$ cat src/rtl/noise_lfsr_arbiter.sv
// rtl/noise_lfsr_arbiter.sv - shared Fibonacci LFSR noise source with round-robin requester arbitration
//
// Optional feature macro: NOISE_ARB_PRIO_EN
//   defined     : req[0] is strict high priority; requesters 1..NUM_REQ-1 round-robin
//   not defined : pure round-robin over all NUM_REQ requesters
//
// Ports:
//   clk        in   clock, rising edge
//   reset      in   synchronous, active-high
//   req        in   level request, one bit per requester
//   steps_cfg  in   LFSR steps per word, latched at grant (0 treated as 1)
//   seed_load  in   load seed_in into the LFSR (honoured in IDLE only)
//   seed_in    in   seed value (zero is replaced by SEED)
//   done       out  one-hot 1-cycle pulse to the served requester
//   data       out  registered word, updated on DONE entry
//   data_valid out  high exactly in the DONE cycle
//   gnt_id     out  index of current/last grant
//   busy       out  high in RUN and DONE
//   seed_rej   out  1-cycle pulse: seed_load seen outside IDLE and ignored
//   lockup     out  sticky: a zero LFSR value was replaced by SEED
module noise_lfsr_arbiter #(
    parameter int                 NUM_REQ = 4,
    parameter int                 WIDTH   = 24,
    parameter logic [WIDTH-1:0]   TAPS    = 24'hE10000,
    parameter logic [WIDTH-1:0]   SEED    = 24'h000001
) (
    input  logic                       clk,
    input  logic                       reset,
    input  logic [NUM_REQ-1:0]         req,
    input  logic [7:0]                 steps_cfg,
    input  logic                       seed_load,
    input  logic [WIDTH-1:0]           seed_in,
    output logic [NUM_REQ-1:0]         done,
    output logic [WIDTH-1:0]           data,
    output logic                       data_valid,
    output logic [$clog2(NUM_REQ)-1:0] gnt_id,
    output logic                       busy,
    output logic                       seed_rej,
    output logic                       lockup
);

    localparam int IDW = $clog2(NUM_REQ);

    typedef enum logic [1:0] {
        S_IDLE,
        S_RUN,
        S_DONE
    } state_t;

    state_t           state;
    state_t           state_nxt;
    logic [IDW-1:0]   last_gnt;
    logic [IDW-1:0]   winner;
    logic             any_req;
    logic             grant;
    logic             final_step;
    logic [7:0]       cnt;
    logic [WIDTH-1:0] lfsr;
    logic [WIDTH-1:0] lfsr_shift;
    logic [WIDTH-1:0] lfsr_adv;

    assign lfsr_shift = {lfsr[WIDTH-2:0], ^(lfsr & TAPS)};
    // An all-zero state would stick forever; recover to SEED instead.
    assign lfsr_adv   = (lfsr_shift == '0) ? SEED : lfsr_shift;

    // Round-robin search starting just after last_gnt. The loop runs from the
    // farthest candidate to the nearest so the nearest set request wins.
    always_comb begin
        int idx;
        winner  = '0;
        any_req = 1'b0;
        idx     = 0;
`ifdef NOISE_ARB_PRIO_EN
        // Ring covers only 1..NUM_REQ-1; last_gnt never holds 0 here.
        for (int i = NUM_REQ - 1; i >= 1; i--) begin
            idx = int'(last_gnt) + i;
            if (idx >= NUM_REQ) idx = idx - (NUM_REQ - 1);
            if (req[idx[IDW-1:0]]) begin
                winner  = idx[IDW-1:0];
                any_req = 1'b1;
            end
        end
        if (req[0]) begin
            winner  = '0;
            any_req = 1'b1;
        end
`else
        for (int i = NUM_REQ; i >= 1; i--) begin
            idx = int'(last_gnt) + i;
            if (idx >= NUM_REQ) idx = idx - NUM_REQ;
            if (req[idx[IDW-1:0]]) begin
                winner  = idx[IDW-1:0];
                any_req = 1'b1;
            end
        end
`endif
    end

    always_ff @(posedge clk) begin
        if (reset) begin
            state <= S_IDLE;
        end else begin
            state <= state_nxt;
        end
    end

    always_comb begin
        state_nxt  = state;
        grant      = 1'b0;
        final_step = 1'b0;
        busy       = 1'b0;
        data_valid = 1'b0;
        done       = '0;
        case (state)
            S_IDLE: begin
                // A seed load claims the cycle; arbitration waits.
                if (!seed_load && any_req) begin
                    grant     = 1'b1;
                    state_nxt = S_RUN;
                end
            end
            S_RUN: begin
                busy = 1'b1;
                if (cnt == 8'd1) begin
                    final_step = 1'b1;
                    state_nxt  = S_DONE;
                end
            end
            S_DONE: begin
                busy         = 1'b1;
                data_valid   = 1'b1;
                done[gnt_id] = 1'b1;
                state_nxt    = S_IDLE;
            end
            default: state_nxt = S_IDLE;
        endcase
    end

    always_ff @(posedge clk) begin
        if (reset) begin
            lfsr     <= SEED;
            cnt      <= '0;
            data     <= '0;
            gnt_id   <= '0;
            last_gnt <= IDW'(NUM_REQ - 1);
            seed_rej <= 1'b0;
            lockup   <= 1'b0;
        end else begin
            seed_rej <= seed_load && (state != S_IDLE);

            if (state == S_IDLE && seed_load) begin
                if (seed_in == '0) begin
                    lfsr   <= SEED;
                    lockup <= 1'b1;
                end else begin
                    lfsr <= seed_in;
                end
            end

            if (grant) begin
                gnt_id <= winner;
`ifdef NOISE_ARB_PRIO_EN
                if (winner != '0) last_gnt <= winner;
`else
                last_gnt <= winner;
`endif
                cnt <= (steps_cfg == 8'd0) ? 8'd1 : steps_cfg;
            end

            if (state == S_RUN) begin
                lfsr <= lfsr_adv;
                cnt  <= cnt - 8'd1;
                if (lfsr_shift == '0) lockup <= 1'b1;
                if (final_step) data <= lfsr_adv;
            end
        end
    end

endmodule

$ cat config.mk
export PLATFORM = sky130hd
export DESIGN_NAME = noise_lfsr_arbiter
export DESIGN_NICKNAME = d
export VERILOG_FILES = /design/src/rtl/noise_lfsr_arbiter.sv
export SDC_FILE = /design/constraint.sdc
export NUM_CORES = 1
export LEC_CHECK = 0
export BUFFER_PORTS_ARGS = -buffer_cell sky130_fd_sc_hd__buf_2
export CORE_MARGIN = 4
export CORE_UTILIZATION = 50
export DETAILED_ROUTE_END_ITERATION = 8
export GPL_ROUTABILITY_DRIVEN = 0
export GPL_TIMING_DRIVEN = 0
export PLACE_DENSITY = 0.72
export SYNTH_ARGS = -nofsm -noshare
export SYNTH_HDL_FRONTEND = slang
export SYNTH_SLANG_ARGS = --single-unit
export TNS_END_PERCENT = 100
$ cat constraint.sdc
create_clock -name clk -period 2.4 [get_ports clk]
set_input_delay 0.48 -clock clk [delete_from_list [all_inputs] [get_ports clk]]
set_output_delay 0.48 -clock clk [all_outputs]
set_load 0.01 [all_outputs]
## Word-level counts from Yosys, hierarchy flattened

Index checks and enable logic that the tools add are counted.

- Flip-flop bits (word level): 64
- Input bits: 39
- Output and inout port bits: 34
- Word-level logic and storage cells: 91

- Add/subtract/negate cells: 9
- Order comparisons: 10
- Equality and inequality tests: 5
- Multiplexer cells: 43
- Reductions and logical operators: 16

Operators by type and width:

| kind | number |
|---|---|
| 24-bit two-way mux | 4 |
| 24-bit logical NOT | 2 |
| 8-bit two-way mux | 3 |
| 24-bit parity | 1 |
| 2-bit two-way mux | 10 |
| 1-bit two-way mux | 19 |
| 2-bit by 3-bit less-than comparator with 1-bit output, second input constant | 5 |
| 3-bit >= comparator, second input constant | 3 |
| 1-bit binary-select mux with 2-bit select | 4 |
| 8-bit by 1-bit == test with 1-bit output, second input constant | 1 |
| 8-bit logical NOT | 1 |
| 2-bit by 1-bit subtractor with 2-bit output, second input constant | 4 |
| 8-bit by 1-bit subtractor with 8-bit output, second input constant | 1 |
| 2-bit by 2-bit adder with 3-bit output, second input constant | 2 |
| 2-bit nonzero test | 3 |
| 2-bit by 3-bit adder with 4-bit output, second input constant | 1 |
| 4-bit by 3-bit >= comparator with 1-bit output, second input constant | 1 |
| 1-bit logical AND | 4 |
| 4-bit two-way mux | 1 |
| 2-bit != test, second input constant | 2 |
| 2-bit case mux with 2 select lines | 1 |
| 2-bit AND reduction | 2 |
| 2-bit by 1-bit adder with 3-bit output, second input constant | 1 |
| 1-bit demux with 2-bit select | 1 |
| 6 further kinds | 6 |

## Logic depth before layout (Yosys ltp)

Gate-level depths: netlist of the first run.

- Depth after elaboration: 14
- Mapped depth: 8
- Gate-level depth less buffers: 6

## Least setup slack after synthesis of the first run

Ideal clock, no wire load.

- Path type: register to register
- Start point: register state[1]
- End point: register cnt[7]
- Library setup time: 0.103 ns
- Arrival: 1.561 ns
- Data required time: 2.297 ns
- Slack: 0.736 ns
- Stages on the path, launching flop included: 7
- Buffers on the path: 0
- Period minus slack after synthesis: 1.664 ns
- Cells stage by stage: dfxtp_1 -> inv_1 -> ha_1 -> or3b_1 -> nor4_4 -> nor3_1 -> a2111oi_2

- Longest elaborated chain between the ends: 3
- Elaborated cells between the ends (all ways): 5
- Those cells by class: eq/ne (1); mux (2); reduce/logical (2)

Ends and longest elaborated chain:

| element | RTL line | RTL |
|---|---|---|
| from (decl) | 50 | `state_t state;` |
| from (signal assigned) | 103 | `state <= state_nxt;` |
| 2-bit logical NOT | 114 | `case (state)` |
| 1-bit two-way mux | 114 |  |
| 2-bit nonzero test (no line) | -- |  |
| to (signal assigned) | 167 | `cnt <= (steps_cfg == 8'd0) ? 8'd1 : steps_cfg;` |
| to (signal assigned) | 172 | `cnt <= cnt - 8'd1;` |
| to (decl) | 57 | `logic [7:0] cnt;` |

Parallel ways exist; a longest one is shown, timed or not.
A chain may end at the register's enable or synchronous reset.

## Final worst setup path of the first run

- Start point: register state[1]
- End point: register data[23]

- Longest elaborated chain between the ends: 3

Ends and longest elaborated chain:

| element | RTL line | RTL |
|---|---|---|
| 2-bit by 1-bit == test with 1-bit output (*) | 114, 170 |  |
| 1-bit two-way mux | 114 |  |
| 2-bit AND reduction (no line) (*) | -- |  |
| to (signal assigned) | 174 | `if (final_step) data <= lfsr_adv;` |
| to (decl) | 34 | `output logic [WIDTH-1:0] data,` |

Every way passes the cells marked *; elsewhere a longest branch is shown, timed or not.

==> results of run 1 <==
## area by class of cell
class	instances	area share
multi-input cells	289	0.445
flip-flops and latches	64	0.350
repair buffers	70	0.0958
clock buffers	10	0.0376
plain buffers	27	0.0311
well taps	75	0.0256
inverters	8	0.00821
clock inverters	4	0.00616
## how the worst min path moves through the flow
stage                            endpoint  slack, ns                  start
floorplan           data[10]$_SDFFE_PP0P_       0.46   lfsr[9]$_SDFFE_PP0P_
global placement     data[8]$_SDFFE_PP0P_       0.43   data[8]$_SDFFE_PP0P_
detailed placement  data[16]$_SDFFE_PP0P_       0.44  data[16]$_SDFFE_PP0P_
CTS                   cnt[2]$_SDFFE_PP0P_       0.40           steps_cfg[2]
global route          cnt[2]$_SDFFE_PP0P_       0.43           steps_cfg[2]
finish                cnt[2]$_SDFFE_PP0P_       0.41           steps_cfg[2]
## metrics by stage
step	hold slack, ns	instances	area, um^2	setup slack [ns]	utilization
after CTS	0.403	547	3660	0.319	0.618
after floorplan	0.457	388	3050	0.736	-
after global placement	0.435	533	3500	0.396	0.591
after detailed placement	0.442	533	3500	0.340	0.591
final	0.412	547	3660	0.365	0.618
after global routing	0.432	547	3660	0.131	0.618
## per-layer routing
layer  wire (um)  share of wire
met3         559          0.067
met4         118          0.014
met5           0              0
met2        3810           0.45
met1        3890           0.46
## worst max-delay path, stage by stage (launching register included)
cell	delay [ns]
dfxtp_1	0.31
inv_1	0.10
ha_1	0.25
clkbuf_1	0.36
nand4_1	0.32
clkbuf_1	0.33
nand2_1	0.14
a21oi_1	0.07
## sequential cells by signal, indices dropped and copies added (netlist names)
| name | cells |
|---|---|
| cnt | 8 |
| last_gnt | 2 |
| state | 2 |
| lockup | 1 |
| gnt_id | 2 |
| seed_rej | 1 |
| data | 24 |
| lfsr | 24 |
## Yosys cell counts (all sizes together), types with 2 or more instances
master  count  area [um^2]
nor4       11         83.8
a311o       2         20.0
and3        2         12.5
nor2       35          131
ha          5         62.6
a311oi     25          219
nor2b       2         12.5
o21ai       5         25.0
nand3      27          135
xor2        2         17.5
a21oi      39          195
and4        2         17.5
dfxtp      64         1280
nand2      81          304
nand2b      3         18.8
nor3        7         35.0
a211oi      4         30.0
nand4       4         25.0
and3b       2         18.8
or4         6         48.8
xnor2       2         17.5
buf         8         42.5
nor3b       3         22.5
clkbuf     19         71.3
a21o        2         16.3
or2         2         12.5
inv         7         26.3
a211o       2         18.8
## power groups by stage
stage          logic (mW)  clock network (mW)  registers, mW
3_3_place_gp        0.572                   0           1.30
6_report            0.594               0.791           1.28
2_1_floorplan       0.426                   0           1.27
3_5_place_dp        0.586                   0           1.30
4_1_cts             0.589               0.806           1.27
5_1_grt             0.663               0.851           1.29
## logic make-up (layout without fill, tap and decap cells)
| logic type | count (synthesis) | after routing |
|---|---|---|
| AO/OA/AOI/OAI | 89 | 89 |
| XOR/XNOR | 4 | 4 |
| adder cells (fa/ha/maj) | 5 | 5 |
| buffers and inverters | 35 | 119 |
| flip-flops | 64 | 64 |
| multiplexers | 1 | 1 |
| AND/OR/NAND/NOR | 190 | 190 |
==> metrics.txt, run 1 <==
cell count after synthesis between 300 and 400; Compound-Gate Fraction of Synth Area 0.202; total number of vias between 3000 and 4000; Reg2Reg Depth 7; number of synthesized flops with an enable pin 0; largest net degree at the start of global routing 11; setup bufs post-CTS 0; commonest non-fill, non-tap cell in the layout nand2_1; status finished clean; headroom to the max-slew limit 0.562; sw power 0.876 mW; vias in the first global route around 2900; sequential area share after synthesis 0.420; Final Cycle Share 0.848; Mapped Area 0.00305 mm^2; worst setup path end data[23]$_SDFFE_PP0P_; hpwl dp between 6 and 7 mm; Crit Path Max Fanout 10; Mapped Nets around 430; minimum clock period a little over 2 ns; crit end category flop; Peak VDD IR 0.402 mV; Hold Fails Final Rpt 0; worst hold path class primary input to flop; Avg Cell Area, Syn 7.87 um^2; GRT overflow 0; Max Root-Sink Buffers 2; critical path class flop to flop; FF/Latch Area between 0.001 and 0.0015 mm^2; GR Util met2 0.357; CTS buffer count 9; fin. max-slew vios 0; # DRC 0; DR pass1 iterations 4; clock network power share 0.297; antenna fix cells 0; number of fill cells in the layout between 500 and 600; Post-synth top flop dfxtp_1; register-to-register setup slack between 0.3 and 0.4 ns; Power Density approximately 730 mW/mm^2; Critical Path Source state[1]$_SDFFE_PP0P_; drt total wl between 8 and 9 mm; startpoint class of the critical path flop; Reg clk slew, reported paths roughly 0.070 ns; io pins 73; GR Util met1 0.330; Yosys reg bits 64; mux cell area share after synthesis 0.00369; most frequent cells in the layout nand2_1, buf_2, dfxtp_1, a21oi_1, nor2_1; Final ANT Viol Nets 0; Rows 28; Top Usage Layer GRT met2; CTS tree done; WHS Path Cells 3; Sw Ratio 0.329; die height around 86 um; layout net count ~510; Flop pwr share 0.480; Internal Pwr Total about 1.8 mW; first-pass GRT wire length about 14 mm; H-tree levels 3; leak pwr about 1.5 nW; Initial Util 0.516; Post-CTS Hold Buffers 0; initial antenna violation count 0; max-cap viol count 0; # setup viols final 0; largest family of logic cells by synthesized area simple AND/OR/NAND/NOR gates; Multi-input gate area 0.00163 mm^2; TNS Setup 0 ns; Tot GR Track Use 0.237; post-synthesis simple-gate area fraction 0.296; worst r2r src state[1]$_SDFFE_PP0P_; clock sink count 64; Worst Skew between 0.007 and 0.008 ns; Async S/R FF share, synth 0; GRT met3 Usage 0.0500; Worst EP arrival ~2.2 ns; Synth cell types 50; RSZ-0062 raised after global routing false; Critical Path RT approximately 2.6 ns; Pwr Total between 2 and 3 mW; clock root buffer clkbuf_8; XOR/XNOR share of the synthesized area 0.0115; Area Growth Syn to Fin 19.8%; Combinational Power Share 0.223; synth warn 0; Die W between 80 and 90 um; Buffers on Ports 70; post-synthesis adder-cell area fraction 0.0205; initial drt markers between 200 and 250; clk_lat worst skew 0.34 ns; post-CTS sizing 0; Core Area approximately 0.0059 mm^2; layout cell share with drive strength beyond 1 0.216; FMAX between 0.4 and 0.5 GHz; Worst Max-Slew Pin Slew around 0.65 ns; Reg-to-Reg End data[23]$_SDFFE_PP0P_; Wirelength per Cell 15.3 um; die area 0.00742 mm^2; routed vias/inst 5.68
No activity file was read; power rests on OpenSTA's default activity.
==> inputs of run 2 (changes only) <==
==> constraint.sdc (replaced) <==
create_clock -name clk -period 1.9 [get_ports clk]
set_input_delay 0.38 -clock clk [delete_from_list [all_inputs] [get_ports clk]]
set_output_delay 0.38 -clock clk [all_outputs]
set_load 0.01 [all_outputs]
==> run 2 against run 1 <==
Effect of this change: global-route usage is essentially flat; clock power is 26% higher; first-iteration DRC count decreased by 12%; sequential cell count did not move; combinational power increased by 29%; non-clock buffer count unchanged; count of clock-buffer cells in the layout stayed put; wire length rose by 1.1%; die area stayed put; final cell count stayed put; worst setup slack lost 0.23 ns.
==> metrics.txt, run 2 (synthesis gave the netlist of run 1 again) <==
Crit Path Max Fanout 10 (unchanged); vias in the first global route 2896 (was 2897); Worst EP arrival 2.01 ns (was 2.24 ns); io pins 73 (unchanged); setup bufs post-CTS 0 (unchanged); Pwr Total 3.39 mW (was 2.66 mW); hpwl dp 6.16 mm (unchanged); CTS tree done (unchanged); total number of vias 3166 (was 3109); FF/Latch Area 0.00128 mm^2 (about the same); Worst Skew 0.00868 ns (was 0.00775 ns); clk_lat worst skew 0.34 ns (about the same); die height 86.2 um (unchanged); Area Growth Syn to Fin 21.1% (was 19.8%); layout net count 513 (unchanged); fin. max-slew vios 0 (unchanged); Hold Fails Final Rpt 0 (unchanged); GRT overflow 0 (unchanged); CTS buffer count 9 (unchanged); headroom to the max-slew limit 0.487 (was 0.562); layout cell share with drive strength beyond 1 0.244 (was 0.216); Initial Util 0.516 (unchanged); Worst Max-Slew Pin Slew 0.763 ns (was 0.651 ns); Tot GR Track Use 0.237 (about the same); RSZ-0062 raised after global routing false (unchanged); Critical Path RT 2.14 ns (was 2.60 ns); leak pwr 1.49 nW (was 1.47 nW); Top Usage Layer GRT met2 (unchanged); Flop pwr share 0.478 (was 0.480); Buffers on Ports 70 (unchanged); Combinational Power Share 0.226 (was 0.223); FMAX 0.566 GHz (was 0.491 GHz); Rows 28 (unchanged); initial drt markers 177 (was 201); routed vias/inst 5.79 (was 5.68); Power Density 915 mW/mm^2 (was 728 mW/mm^2); clock network power share 0.296 (was 0.297); Multi-input gate area 0.00166 mm^2 (was 0.00163 mm^2); clock sink count 64 (unchanged); minimum clock period 1.77 ns (was 2.03 ns); # setup viols final 0 (unchanged); H-tree levels 3 (unchanged); status finished clean (unchanged); Internal Pwr Total 2.27 mW (was 1.79 mW); clock root buffer clkbuf_8 (unchanged); Max Root-Sink Buffers 2 (unchanged); post-placement setup slack -0.160 ns (was 0.340 ns); first-pass GRT wire length 13.9 mm (about the same); Final Worst Setup Slack 0.134 ns (was 0.365 ns); # DRC 0 (unchanged); worst hold path class primary input to flop (unchanged); critical path class flop to flop (unchanged); DR pass1 iterations 5 (was 4); most frequent cells in the layout nand2_1, buf_2, dfxtp_1, a21oi_1, nor2_1 (unchanged); Reg clk slew, reported paths 0.07 ns (about the same); Peak VDD IR 0.541 mV (was 0.402 mV); Sw Ratio 0.330 (was 0.329); Wirelength per Cell 15.5 um (was 15.3 um); GR Util met2 0.357 (unchanged); WHS 0.312 ns (was 0.412 ns); Die W 86.2 um (unchanged); largest net degree at the start of global routing 11 (unchanged); die area 0.00742 mm^2 (unchanged); sw power 1.12 mW (was 0.876 mW); initial antenna violation count 0 (unchanged); drt total wl 8.47 mm (was 8.38 mm); crit end category flop (unchanged); commonest non-fill, non-tap cell in the layout nand2_1 (unchanged); number of fill cells in the layout 550 (was 552); Core Area 0.00592 mm^2 (unchanged); max-cap viol count 0 (unchanged); GRT met3 Usage 0.0500 (unchanged); antenna fix cells 0 (unchanged); GR Util met1 0.329 (was 0.330); Final ANT Viol Nets 0 (unchanged); Final Cycle Share 0.930 (was 0.848); startpoint class of the critical path flop (unchanged); Largest regs data: 24 flops, lfsr: 24 flops, cnt: 8 flops (unchanged)
-- run 2: layer usage --
layer,wire [um],up-vias
met5,0,-
met4,143,0
met3,502,12
met2,3830,112
met1,4000,1474
li1,-,1568
-- run 2: critical path: stages (launching register included) --
cell      delay (ns)
dfxtp_2         0.35
inv_1           0.08
ha_1            0.17
buf_2           0.23
buf_1           0.41
nand3_1         0.13
a311oi_1        0.31
-- run 2: final timing paths --
path	to	cells past startpoint	slack, ns	from
worst max-delay path	lfsr[16]$_SDFFE_PP0P_	6	0.13	state[0]$_SDFFE_PP0P_
worst min-delay path	cnt[2]$_SDFFE_PP0P_	3	0.31	steps_cfg[2]
worst max register to register	lfsr[16]$_SDFFE_PP0P_	6	0.13	state[0]$_SDFFE_PP0P_
worst min register to register	data[18]$_SDFFE_PP0P_	2	0.45	data[18]$_SDFFE_PP0P_
-- run 2: power by group through the flow --
| stage | Clock [mW] | Sequential (mW) | Combinational [mW] |
|---|---|---|---|
| after floorplan | 0 | 1.61 | 0.538 |
| after global placement | 0 | 1.64 | 0.722 |
| after detailed placement | 0 | 1.64 | 0.740 |
| after CTS | 1.02 | 1.61 | 0.749 |
| after global routing | 1.08 | 1.64 | 0.854 |
| final | 1.00 | 1.62 | 0.766 |
-- run 2: what timing repair did --
item,in CTS,in global routing
endpoints found under the setup margin,31,38
gates resized for setup,4,14
hold buffers,0,0
pin swaps,0,1
-- run 2: through the flow --
step	area (um^2)	instances	utilization	TNS (ns)
final	3700	547	0.625	0
after global routing	3700	547	0.625	0
after CTS	3660	547	0.619	0
after detailed placement	3500	533	0.591	-2.30
after global placement	3500	533	0.591	-1.40
after floorplan	3050	388	-	0
-- run 2: final cells by class --
cell class	count	area share
Inverter	8	0.00812
Multi-Input combinational cell	289	0.449
Timing Repair Buffer	70	0.0947
Buffer	27	0.0331
Clock buffer	10	0.0372
Clock inverter	4	0.00609
Tap cell	75	0.0254
Sequential cell	64	0.347
==> inputs of run 3 (changes only) <==
--- a/config.mk
+++ b/config.mk
@@ -11,8 +11,8 @@
 export DETAILED_ROUTE_END_ITERATION = 8
 export GPL_ROUTABILITY_DRIVEN = 0
 export GPL_TIMING_DRIVEN = 0
-export PLACE_DENSITY = 0.72
+export PLACE_DENSITY = 0.75
 export SYNTH_ARGS = -nofsm -noshare
 export SYNTH_HDL_FRONTEND = slang
 export SYNTH_SLANG_ARGS = --single-unit
-export TNS_END_PERCENT = 100
+export TNS_END_PERCENT = 20
==> run 3 against run 2 <==
Effect of this change: first-iteration DRC count rose by 22%; register-to-register slack got worse by 0.06 ns; sequential power about the same; count of clock-buffer cells in the layout increased by 1; largest cell class unchanged.
==> metrics.txt, run 3 (synthesis gave the netlist of run 1 again) <==
Peak VDD IR 0.685 mV (was 0.541 mV); Max Root-Sink Buffers 2 (unchanged); # DRC 0 (unchanged); Post-CTS Hold Buffers 0 (unchanged); clock sink count 64 (unchanged); Power Density 982 mW/mm^2 (was 915 mW/mm^2); max-cap viol count 0 (unchanged); H-tree levels 3 (unchanged); fin. max-slew vios 0 (unchanged); clk_lat worst skew 0.35 ns (was 0.34 ns); Buffers on Ports 70 (unchanged); RSZ-0062 raised after global routing true (was false); Wirelength per Cell 15.6 um (was 15.5 um); total number of vias 3266 (was 3166); initial drt markers 216 (was 177); GRT overflow 0 (unchanged); Largest regs data: 24 flops, lfsr: 24 flops, cnt: 8 flops (unchanged); post-placement setup slack -0.127 ns (was -0.160 ns); Initial Util 0.516 (unchanged); status finished clean (unchanged); Hold Fails Final Rpt 0 (unchanged); crit end category flop (unchanged); Worst EP arrival 2.07 ns (was 2.01 ns); vias in the first global route 2935 (was 2896); worst hold path class primary input to flop (unchanged); layout net count 513 (unchanged); die area 0.00742 mm^2 (unchanged); headroom to the max-slew limit 0.560 (was 0.487); most frequent cells in the layout nand2_1, buf_2, dfxtp_1, a21oi_1, nor2_1 (unchanged); Core Area 0.00592 mm^2 (unchanged); CTS tree done (unchanged); Placed Cells 533 (unchanged); CTS buffer count 9 (unchanged); layout cell share with drive strength beyond 1 0.241 (was 0.244); leak pwr 1.51 nW (was 1.49 nW); Rows 28 (unchanged); setup bufs post-CTS 0 (unchanged); drt total wl 8.55 mm (was 8.47 mm); Final ANT Viol Nets 0 (unchanged); # setup viols final 0 (unchanged); largest net degree at the start of global routing 12 (was 11); antenna fix cells 0 (unchanged); Critical Path RT 2.14 ns (about the same); commonest non-fill, non-tap cell in the layout nand2_1 (unchanged); non-filler cells, final 549 (was 547); Final Worst Setup Slack 0.0738 ns (was 0.134 ns); minimum clock period 1.83 ns (was 1.77 ns); Crit Path Max Fanout 5 (was 10); FMAX 0.548 GHz (was 0.566 GHz); startpoint class of the critical path flop (unchanged); hpwl dp 6.12 mm (was 6.16 mm); Reg clk slew, reported paths 0.07 ns (about the same); routed vias/inst 5.95 (was 5.79); Worst Skew 0.0112 ns (was 0.00868 ns); clock root buffer clkbuf_8 (unchanged); die height 86.2 um (unchanged); critical path class flop to flop (unchanged); io pins 73 (unchanged); initial antenna violation count 0 (unchanged); Final Cycle Share 0.961 (was 0.930); Worst Max-Slew Pin Slew 0.655 ns (was 0.763 ns); Area Growth Syn to Fin 22.4% (was 21.1%); Die W 86.2 um (unchanged); DR pass1 iterations 5 (unchanged); Tot GR Track Use 0.239 (was 0.237); first-pass GRT wire length 13.9 mm (about the same)
-- run 3: where the power goes --
part,switching [mW],internal (mW)
combinational,0.459,0.310
sequential,0.144,1.47
clock,0.548,0.740
-- run 3: metrics by stage --
stage	utilization	setup TNS, ns	hold slack [ns]	power, mW	instance area (um^2)
finish	0.631	0	0.300	3.67	3740
global route	0.631	-0.0441	0.322	3.82	3740
CTS	0.627	0	0.299	3.64	3710
detailed placement	0.591	-1.93	0.442	2.37	3500
global placement	0.591	-0.965	0.434	2.35	3500
floorplan	-	0	0.457	2.14	3050
-- run 3: metal layers --
layer	track usage	routed length [um]	vias to the layer above
li1	-	-	1560
met1	0.328	3810	1537
met2	0.359	3780	149
met3	0.0423	716	20
met4	0.121	244	0
met5	0	0	-
-- run 3: what timing repair did --
item                       in CTS  in global routing
setup endpoints to repair      28                 41
gates resized for setup         2                 18
pin swaps                       0                  0
-- run 3: path summary, 6_finish.rpt --
path	startpoint	end	slack (ns)	depth (start not counted)
max	state[1]$_SDFFE_PP0P_	cnt[7]$_SDFFE_PP0P_	0.07	6
min	steps_cfg[2]	cnt[2]$_SDFFE_PP0P_	0.30	3
max reg2reg	state[1]$_SDFFE_PP0P_	cnt[7]$_SDFFE_PP0P_	0.07	6
min reg2reg	data[9]$_SDFFE_PP0P_	data[9]$_SDFFE_PP0P_	0.45	2
-- run 3: final cells by class --
class / count / area (um^2)
Sequential cell: 64 / 1280
Clock buffer: 11 / 131
Multi-Input combinational cell: 289 / 1650
Timing Repair Buffer: 70 / 350
Clock inverter: 5 / 81.3
Fill cell: 547 / 2180
Tap cell: 75 / 93.8
Buffer: 27 / 125
Inverter: 8 / 30.0
-- run 3: critical path: stages, from the launching register on --
cell,delay (ns)
dfxtp_1,0.32
inv_1,0.10
ha_2,0.24
or3b_4,0.43
nor4_4,0.20
nor3_1,0.09
a2111oi_2,0.34
